==> src/rtl/temp_fan_ctrl.sv <==
// -----------------------------------------------------------------------------
// temp_fan_ctrl
//   Autonomous reader for the board temperature sensor SPI port and fan driver.
//   A frame is started by the poll timer or by a start pulse. Each frame drops
//   chip select, clocks 16 bits in MSB first, publishes the 14-bit signed
//   temperature (LSB = 1/32 degC) and updates the fan with on/off hysteresis.
//
// Ports
//   clk         system clock (50 MHz on the SoCKit board)
//   reset_n     asynchronous, active-low reset
//   start       one-cycle request for an immediate read (ignored while busy)
//   fan_force   holds fan_ctrl high while asserted
//   temp_dout   sensor serial data
//   temp_cs_n   sensor chip select, active low
//   temp_sclk   sensor serial clock, idle high
//   temp_din    sensor serial input, constant 0 (normal-mode control word)
//   temp_value  last temperature, two's complement, 1/32 degC
//   temp_valid  one-cycle pulse when temp_value updates
//   busy        high while a frame is in progress
//   fan_ctrl    fan enable, fail-safe high until the first reading
// -----------------------------------------------------------------------------
module temp_fan_ctrl #(
    parameter int CLK_DIV      = 25,        // clk cycles per SCLK half-period, 1..255
    parameter int POLL_CYCLES  = 50000000,  // clk cycles between automatic reads
    parameter int FAN_ON_TEMP  = 1440,      // 45.0 degC
    parameter int FAN_OFF_TEMP = 1280       // 40.0 degC
) (
    input  logic        clk,
    input  logic        reset_n,
    input  logic        start,
    input  logic        fan_force,
    input  logic        temp_dout,
    output logic        temp_cs_n,
    output logic        temp_sclk,
    output logic        temp_din,
    output logic [13:0] temp_value,
    output logic        temp_valid,
    output logic        busy,
    output logic        fan_ctrl
);

    localparam int                     CNT_W      = (POLL_CYCLES > 1) ? $clog2(POLL_CYCLES) : 1;
    localparam logic [CNT_W-1:0]       POLL_LAST  = CNT_W'(POLL_CYCLES - 1);
    localparam logic [7:0]             DIV_LAST   = 8'(CLK_DIV - 1);
    localparam logic signed [13:0]     ON_THRESH  = 14'(FAN_ON_TEMP);
    localparam logic signed [13:0]     OFF_THRESH = 14'(FAN_OFF_TEMP);

    typedef enum logic [2:0] {
        S_IDLE,
        S_CS_SETUP,
        S_SHIFT,
        S_CS_HOLD,
        S_UPDATE
    } state_t;

    state_t           state;
    state_t           next_state;
    logic [CNT_W-1:0] period_cnt;
    logic [7:0]       div_cnt;
    logic [3:0]       bit_cnt;
    // Only the temperature field is kept: the first two bits of the frame
    // (bits 15:14) shift out of the top before the frame ends.
    logic [13:0]      shift_reg;
    logic             fan_on;

    logic             div_done;
    logic             trigger;
    logic             sclk_next;
    logic             sample;
    logic             frame_done;

    assign temp_din = 1'b0;

    // NOTE: every signal written in this block gets a default first, so no
    // path through the case statement can leave a latch behind.
    always_comb begin
        div_done   = (div_cnt == DIV_LAST);
        trigger    = (period_cnt == POLL_LAST) || start;
        next_state = state;
        sclk_next  = temp_sclk;
        sample     = 1'b0;
        frame_done = 1'b0;

        case (state)
            S_IDLE: begin
                if (trigger) begin
                    next_state = S_CS_SETUP;
                end
            end
            S_CS_SETUP: begin
                if (div_done) begin
                    next_state = S_SHIFT;
                    sclk_next  = 1'b0;
                end
            end
            S_SHIFT: begin
                if (div_done) begin
                    if (!temp_sclk) begin
                        // Rising SCLK edge: data launched on the falling edge is stable.
                        sclk_next = 1'b1;
                        sample    = 1'b1;
                    end else if (bit_cnt == 4'd15) begin
                        // 16th high half-period done; SCLK stays high into CS_HOLD.
                        next_state = S_CS_HOLD;
                    end else begin
                        sclk_next = 1'b0;
                    end
                end
            end
            S_CS_HOLD: begin
                if (div_done) begin
                    next_state = S_UPDATE;
                    frame_done = 1'b1;
                end
            end
            S_UPDATE: begin
                next_state = S_IDLE;
            end
            default: begin
                next_state = S_IDLE;
            end
        endcase
    end

    // NOTE: sequential state uses non-blocking assignments so every register
    // samples the pre-edge values, independent of statement order.
    always_ff @(posedge clk or negedge reset_n) begin
        if (!reset_n) begin
            state <= S_IDLE;
        end else begin
            state <= next_state;
        end
    end

    always_ff @(posedge clk or negedge reset_n) begin
        if (!reset_n) begin
            period_cnt <= '0;
            div_cnt    <= '0;
            bit_cnt    <= '0;
            shift_reg  <= '0;
            temp_cs_n  <= 1'b1;
            temp_sclk  <= 1'b1;
            temp_value <= '0;
            temp_valid <= 1'b0;
            busy       <= 1'b0;
            fan_on     <= 1'b1;
            fan_ctrl   <= 1'b1;
        end else begin
            // The poll timer keeps running through a frame and restarts at
            // each frame start, so automatic reads are POLL_CYCLES apart
            // start-to-start. A trigger is only honoured in IDLE.
            if (state == S_IDLE && trigger) begin
                period_cnt <= '0;
            end else begin
                period_cnt <= period_cnt + CNT_W'(1);
            end

            if (state == S_IDLE || state == S_UPDATE || div_done) begin
                div_cnt <= '0;
            end else begin
                div_cnt <= div_cnt + 8'd1;
            end

            if (state == S_IDLE) begin
                bit_cnt <= '0;
            end else if (state == S_SHIFT && div_done && temp_sclk) begin
                bit_cnt <= bit_cnt + 4'd1;
            end

            if (sample) begin
                shift_reg <= {shift_reg[12:0], temp_dout};
            end

            temp_sclk  <= sclk_next;
            temp_cs_n  <= !(next_state inside {S_CS_SETUP, S_SHIFT, S_CS_HOLD});
            busy       <= (next_state != S_IDLE);
            temp_valid <= frame_done;

            if (frame_done) begin
                temp_value <= shift_reg;
                if ($signed(shift_reg) >= ON_THRESH) begin
                    fan_on <= 1'b1;
                end else if ($signed(shift_reg) <= OFF_THRESH) begin
                    fan_on <= 1'b0;
                end
            end

            fan_ctrl <= fan_on | fan_force;
        end
    end

endmodule

==> config.mk <==
export PLATFORM = sky130hd
export DESIGN_NAME = temp_fan_ctrl
export DESIGN_NICKNAME = d
export VERILOG_FILES = /design/src/rtl/temp_fan_ctrl.sv
export SDC_FILE = /design/constraint.sdc
export NUM_CORES = 1
export LEC_CHECK = 0
export ABC_AREA = 0
export BUFFER_PORTS_ARGS = -buffer_cell sky130_fd_sc_hd__buf_2
export CAP_MARGIN = 20
export CORE_MARGIN = 2
export CORE_UTILIZATION = 50
export DETAILED_ROUTE_END_ITERATION = 8
export PLACE_DENSITY = 0.68
export SLEW_MARGIN = 15
export SYNTH_ARGS = -nofsm -noshare
export SYNTH_HDL_FRONTEND = slang
export SYNTH_SLANG_ARGS = --single-unit
==> constraint.sdc <==
create_clock -name clk -period 4.6 [get_ports clk]
set_input_delay 0.46 -clock clk [delete_from_list [all_inputs] [get_ports clk]]
set_output_delay 0.46 -clock clk [all_outputs]
set_load 0.05 [all_outputs]
Word level (Yosys, flattened, before mapping)
Index checks and enable logic that the tools add are counted.
{"block": "classes", "n_addsub": 3, "magnitude_cmp": 2, "eq_ne": 12, "n_mux": 23, "bitwise": 1, "reduce_logical": 15}
{"operator": "$add A26 B1 Y26 const B", "n": 1}
{"operator": "$eq A26 B26 Y1 const B", "n": 1}
{"operator": "$mux W26", "n": 1}
{"operator": "$mux W3", "n": 6}
{"operator": "$ge A14 B12 Y1 const B", "n": 1}
{"operator": "$le A14 B12 Y1 const B", "n": 1}
{"operator": "$eq A3 B2 Y1 const B", "n": 4}
{"operator": "$pmux W3 S4", "n": 1}
{"operator": "$mux W1", "n": 11}
{"operator": "$add A8 B1 Y8 const B", "n": 1}
{"operator": "$eq A8 B5 Y1 const B", "n": 1}
{"operator": "$mux W4", "n": 2}
{"operator": "$mux W8", "n": 1}
{"operator": "$eq A3 B1 Y1 const B", "n": 2}
{"operator": "$reduce_bool A2 Y1", "n": 3}
{"operator": "$reduce_bool A3 Y1", "n": 2}
{"operator": "$add A4 B1 Y4 const B", "n": 1}
{"operator": "$eq A4 B4 Y1 const B", "n": 1}
{"operator": "$ne A2 B2 Y1 const B", "n": 2}
{"operator": "$eq A3 B3 Y1 const B", "n": 1}
{"operator": "$logic_and A1 B1 Y1", "n": 3}
{"operator": "$logic_not A3 Y1", "n": 1}
{"operator": "$logic_or A1 B1 Y1", "n": 3}
{"operator": "$reduce_and A3 Y1", "n": 1}
{"operator": "4 further kinds", "n": 4}
{"block": "totals", "reg_bits": 75, "in_bits": 5, "out_inout_bits": 20, "word_cells": 68}

Depth between registers and ports, before layout
Gate-level depths: netlist of run 1.
{"block": "logic_depth", "word_depth": 8, "ltp_mapped": 8, "depth_no_buf": 6}

Worst setup path after synthesis of run 1
OpenSTA, ideal clock, no wires.
{"block": "synth_timing", "path_type": "reg-to-reg", "from": "register div_cnt[6]", "to": "register shift_reg[0]", "setup_ps": 125, "arrival_time_ps": 2093, "setup_slack_ps": 2382, "stages_incl_launch_ff": 7, "synth_period_minus_slack_ps": 2218, "cell_sequence": "dfrtp_1 or4b_1 buf_6 nor3_4 nor4b_4 buf_6 mux2_2"}
{"block": "synth_between", "elab_chain_cells": 3}
{"item": "from (decl)", "line": "59", "text": "logic [7:0] div_cnt;"}
{"item": "from (signal assigned)", "line": "161", "text": "div_cnt <= div_cnt + 8'd1;"}
{"item": "$eq A8 B5 Y1", "line": "77", "text": "div_done = (div_cnt == DIV_LAST);"}
{"item": "$mux W1", "line": "97", "text": "if (div_done) begin"}
{"item": "$mux W1", "line": "84", "text": "case (state)"}
{"item": "to (signal assigned)", "line": "171", "text": "shift_reg <= {shift_reg[12:0], temp_dout};"}
{"item": "to (decl)", "line": "63", "text": "logic [13:0] shift_reg;"}
Every way passes these cells.
A chain may end at the register's enable or synchronous reset.

Worst setup path after layout of run 1
{"block": "layout_timing", "from": "register div_cnt[2]", "to": "register shift_reg[6]"}
The elaborated chain is that of the path after synthesis.

==> results of run 1 <==
[worst max-delay path: stages, from the launching register on]
cell     delay, ps
dfrtp_1        450
or4b_1         670
nor3_4         250
nor4b_4        770
mux2_2         410
[area by class of cell]
| class | count | share of cell area [%] |
|---|---|---|
| multi-input cells | 213 | 39.5 |
| inverters | 11 | 1.04 |
| clock buffers | 10 | 3.20 |
| flip-flops and latches | 75 | 47.2 |
| repair buffers | 24 | 3.14 |
| well taps | 96 | 3.02 |
| clock inverters | 6 | 2.83 |
[report_power, final]
part	internal (mW)	switching (mW)	total, mW
clock network	0.362	0.245	0.608
logic	0.00282	0.0200	0.0228
registers	0.660	0.0000674	0.660
[cells in the final DEF (no fill, tap or decap), types with 4 or more instances in the layout]
cell type / instances
or4_1: 9
ha_1: 4
dfstp_2: 4
nand3_1: 16
a22oi_1: 10
nand2_1: 11
and3_1: 4
xnor2_1: 12
buf_2: 22
o31ai_1: 10
nor4_1: 9
mux2_2: 28
or3_1: 5
clkbuf_8: 9
a21oi_1: 18
nand4_1: 11
nor3_1: 4
dfrtp_1: 71
o21ai_0: 5
xor2_1: 10
inv_1: 11
nor2_1: 13
[final timing paths]
kind / startpoint / endpoint / slack [ps] / cells past startpoint
min in group clk: fan_force / fan_ctrl / 300 / 2
hold reg to reg: shift_reg[13] / fan_on / 500 / 1
setup reg to reg: div_cnt[2] / shift_reg[6] / 1920 / 4
setup / recovery: div_cnt[2] / shift_reg[6] / 1920 / 4
hold / removal: reset_n / period_cnt[21] / 240 / 1
max in group asynchronous: reset_n / div_cnt[6] / 3750 / 1
[metrics by stage]
stage                     cells  utilization, %  power [mW]  instance area [µm²]
final                       435            58.0        1.29                 3980
after floorplan             315               -       0.682                 3580
after CTS                   435            58.0        1.31                 3980
after global placement      419            54.5       0.697                 3740
after detailed placement    419            54.5       0.697                 3740
after global routing        435            58.0        1.33                 3980
[per-layer routing]
layer | wire, µm | vias up
met3 | 228 | 12
met2 | 2990 | 49
met4 | 155 | 0
li1 | - | 1215
met5 | 0 | -
met1 | 3180 | 1240
[cell families after synthesis]
kind of cell | share of synthesized area [%]
and+or+nand+nor | 17.2
xor gates and xnor gates | 5.38
muxes | 9.36
AOI/OAI and AO/OA | 10.4
other | 0.105
adders and majority gates | 1.40
DFF | 52.5
buffers and inverters | 3.67
==> impl_metrics.csv, run 1 <==
group,metric,value,unit
run_status,status,"finished, final reports clean",
detailed_routing,dr.pass1.iters,4,
final_layout,multiInputGateArea,1580,µm²
detailed_routing,vias_per_cell,5.78,
setup_path,crit_path_start_kind,"flip-flop",
synth,yosys.area.top_type,"dfrtp_1",
synth,postSynthAreaPerCell,11.4,µm²
timing,finalSetupViolCount,0,
detailed_routing,drt-initial-drc-count,124,
synth,ys.flop_type,"dfrtp_1",
timing,hold_violations,0,
global_routing,first_global_vias,2387,
timing,clock.fmax,0.373,GHz
synth,synth_cells,315,
timing,fin_setup_tns,0,ps
timing,setup_slack,1920,ps
final_layout,diodes,0,
pwr,worst_ir_drop_vdd,0.136,mV
placed_design,dp_hpwl,4.24,mm
final_layout,drive_gt1_share,23.3,%
run,drv_cap,0,
clocking,cts_made_buffers,9,
setup_path,crit_fanout,14,
floorplanning,coreArea,6870,µm²
synth,synth_area,3580,µm²
floorplanning,io_pins,25,
final_layout,fill_cells,606,
global_routing,grtUsageTotal,18.7,%
clocking,insertion_delay,350,ps
floorplanning,die_h,88.7,µm
clocking,cts_tree,"built",
global_routing,grt_busiest_layer,"met2",
clocking,cts.path.max_buffers,2,
timing,min_period_over_period,58.2,%
timing,drv_slew,0,
detailed_routing,drc,0,
floorplanning,dieWidth,88.7,µm
setup_path,cp-end-kind,"flip-flop",
synth,synth_area_leaders,"dfrtp_1, mux2_2, dfstp_2",
detailed_routing,post_drt_wl_per_cell,15.0,µm
synth,ys_warn_count,0,
clocking,cts_num_sinks,75,
global_routing,antenna_found_initial,0,
setup_path,cp.arrival,2910,ps
global_routing,grt_max_degree,76,
setup_path,crit_required,4830,ps
synth,synth_edf_count,0,
clocking,h-tree-depth,3,
timing,slew_headroom,31.1,%
global_routing,grt_pass1_wl,11.4,mm
clocking,postCtsSetupRepairBufs,0,
detailed_routing,vias,2516,
timing,period_needed,2680,ps
placed_design,port_buffers,23,
synth,synth_top_cell_area_share,49.6,%
global_routing,use_met2,27.3,%
pwr,powerDensity,324,nW/µm²
final_layout,nets,343,
synth,synthTopCellsByCount,"dfrtp_1, mux2_2, a21oi_1, nand3_1, nor2_1",
global_routing,overflow,0,
synth,post_synth_num_cell_types,51,
placed_design,post-place-ws,1920,ps
final_layout,regArea,1880,µm²
timing,fin_hold_ws,235,ps
placed_design,gp_congestion,0.807,
synth,syn_nets,324,
setup_path,path_class,"reg2reg",
hold_path,hold_class,"in2async",
synth,async_reset_ff_share,100,%
timing,rsz0062_at_grt,"no",
floorplanning,dieArea,7860,µm²
global_routing,grt_util_met3,3.17,%
floorplanning,std_cell_rows,30,
floorplanning,start_util,52.2,%
global_routing,gr-usage-met1,26.4,%
timing,fin_skew,11.4,ps
synth,synth_most_common_cell,"dfrtp_1",
final_layout,largest_reg_flops,26,
clocking,clock-root-buffer,"clkbuf_8",
synth,ys_seq_area_share,52.5,%
clocking,cts_resized,0,
clocking,cts.clk_slew.worst_paths,80,ps
final_layout,syn_to_final_growth,11.2,%
detailed_routing,drtAntennaViolNets,0,
synth,ys_ff_latch,75,
pwr,p_leak,1.83,nW
clocking,holdBufCountCts,0,
timing,worst_pin_slew,1030,ps
detailed_routing,routed_wl,6.55,mm
(Power assumes the default switching activity.)
==> run 2, diff against run 1 <==
==> constraint.sdc (replaced) <==
create_clock -name clk -period 2.5 [get_ports clk]
set_input_delay 0.25 -clock clk [delete_from_list [all_inputs] [get_ports clk]]
set_output_delay 0.25 -clock clk [all_outputs]
set_load 0.05 [all_outputs]
==> impl_metrics.csv, run 2 (synthesized netlist as in run 1, its figures left out) <==
group,metric,value,unit
pwr,worst_ir_drop_vdd,0.272,mV
timing,period_needed,2330,ps
detailed_routing,routed_wl,6.60,mm
timing,setup_slack,169,ps
global_routing,grt_pass1_wl,10.9,mm
run_status,status,"finished, final reports clean",
final_layout,largest_reg_flops,26,
clocking,h-tree-depth,3,
global_routing,antenna_found_initial,0,
floorplanning,coreArea,6870,µm²
final_layout,drive_gt1_share,24.2,%
global_routing,grtUsageTotal,17.8,%
setup_path,cp.arrival,2550,ps
placed_design,post-place-ws,175,ps
timing,fin_skew,9.72,ps
detailed_routing,vias,2512,
clocking,clock-root-buffer,"clkbuf_8",
clocking,holdBufCountCts,0,
global_routing,grt_max_degree,76,
detailed_routing,drt-initial-drc-count,204,
floorplanning,start_util,52.2,%
final_layout,fin_util,58.4,%
clocking,cts_tree,"built",
final_layout,syn_to_final_growth,11.9,%
placed_design,dp.cells,423,
final_layout,nets,347,
floorplanning,dieWidth,88.7,µm
timing,fin_setup_tns,0,ps
timing,clock.fmax,0.429,GHz
detailed_routing,post_drt_wl_per_cell,15.0,µm
placed_design,port_buffers,23,
detailed_routing,dr.pass1.iters,4,
detailed_routing,vias_per_cell,5.72,
setup_path,regToRegSetupSlack,170,ps
clocking,cts.clk_slew.worst_paths,80,ps
setup_path,r2r_cells,5,
setup_path,crit_chain,"or4b_1 > nor3_4 > nor4b_4 > buf_4 > mux2_2",
clocking,cts.path.max_buffers,2,
setup_path,cpPeakStageDelay,720,ps
setup_path,cpMaxStageDelayCell,"or4b_1",
clocking,insertion_delay,340,ps
clocking,cts_resized,0,
timing,fin_hold_ws,32.3,ps
final_layout,final_cells,439,
timing,worst_pin_slew,930,ps
pwr,powerDensity,575,nW/µm²
setup_path,rr_endpoint,"shift_reg[5]",
timing,rsz0062_at_grt,"no",
global_routing,overflow,0,
setup_path,crit_path_start,"div_cnt[6]",
timing,min_period_over_period,93.2,%
detailed_routing,drc,0,
final_layout,final_common_cell,"dfrtp_1",
setup_path,r2r_start,"div_cnt[6]",
hold_path,hold_class,"in2async",
clocking,cts_num_sinks,75,
global_routing,first_global_vias,2342,
floorplanning,std_cell_rows,30,
run,drv_cap,0,
setup_path,critPathTopFamily,"simple AND/OR/NAND/NOR gates",
clocking,postCtsSetupRepairBufs,0,
setup_path,cp-end-kind,"flip-flop",
timing,hold_violations,0,
clocking,cts_made_buffers,9,
timing,finalSetupViolCount,0,
final_layout,diodes,0,
setup_path,crit_fanout,14,
setup_path,crit_path_start_kind,"flip-flop",
setup_path,cp.buffers_inverters,1,
timing,slew_headroom,38.0,%
detailed_routing,drtAntennaViolNets,0,
placed_design,dp_hpwl,4.30,mm
placed_design,gp_congestion,0.847,
timing,drv_slew,0,
setup_path,crit_required,2720,ps
setup_path,path_class,"reg2reg",
floorplanning,dieArea,7860,µm²
pwr,p_leak,1.84,nW
floorplanning,io_pins,25,
floorplanning,die_h,88.7,µm
final_layout,final_cell_mix,"dfrtp_1, mux2_2, buf_2",
==> run 2: cell types whose count changed in the layout (fill, tap and decap cells not counted), sizes merged <==
cell / previous run / this run
clkinv: 2 / 0
buf: 24 / 28
clkbuf: 10 / 11
clkinvlp: 0 / 2
bufinv: 3 / 2
==> run 2: report_power, final <==
group	switching (mW)	internal (mW)	total [mW]
Sequential	0.000196	1.21	1.21
Clock	0.454	0.593	1.05
Combinational	0.0381	0.00830	0.0464
Total	0.492	1.82	2.31
==> run 2: worst max path at each step <==
stage                         to  slack [ps]  cells after the start
floorplan           shift_reg[0]         280                      6
global placement    shift_reg[2]         240                      5
detailed placement  shift_reg[5]         170                      5
CTS                 shift_reg[5]         160                      5
global route        shift_reg[5]          70                      5
finish              shift_reg[5]         170                      5
==> run 2: cell type report <==
class	count	area, µm²
fill	595	2860
multi-input combinational	213	1580
inverter	11	41.3
sequential	75	1880
clock buffer	11	141
tap	96	120
clock inverter	5	83.8
timing repair buffer	28	168
==> run 2: worst register-to-register path, stage by stage (launching register included) <==
cell	delay, ps
dfrtp_1	420
or4b_1	720
nor3_4	250
nor4b_4	210
buf_4	250
mux2_2	360
==> run 2: layer usage <==
layer | GRT usage, % | vias up | part of all wire [%]
li1 | - | 1213 | -
met1 | 25.8 | 1250 | 50
met2 | 26.5 | 40 | 45
met3 | 3.17 | 9 | 2.8
met4 | 7.30 | 0 | 1.5
met5 | 0 | - | 0
==> run 2: per-stage QoR <==
step	area [µm²]	total power, mW
2_1_floorplan	3580	1.25
3_3_place_gp	3790	1.29
3_5_place_dp	3790	1.29
4_1_cts	4010	2.33
5_1_grt	4010	2.39
6_report	4010	2.31
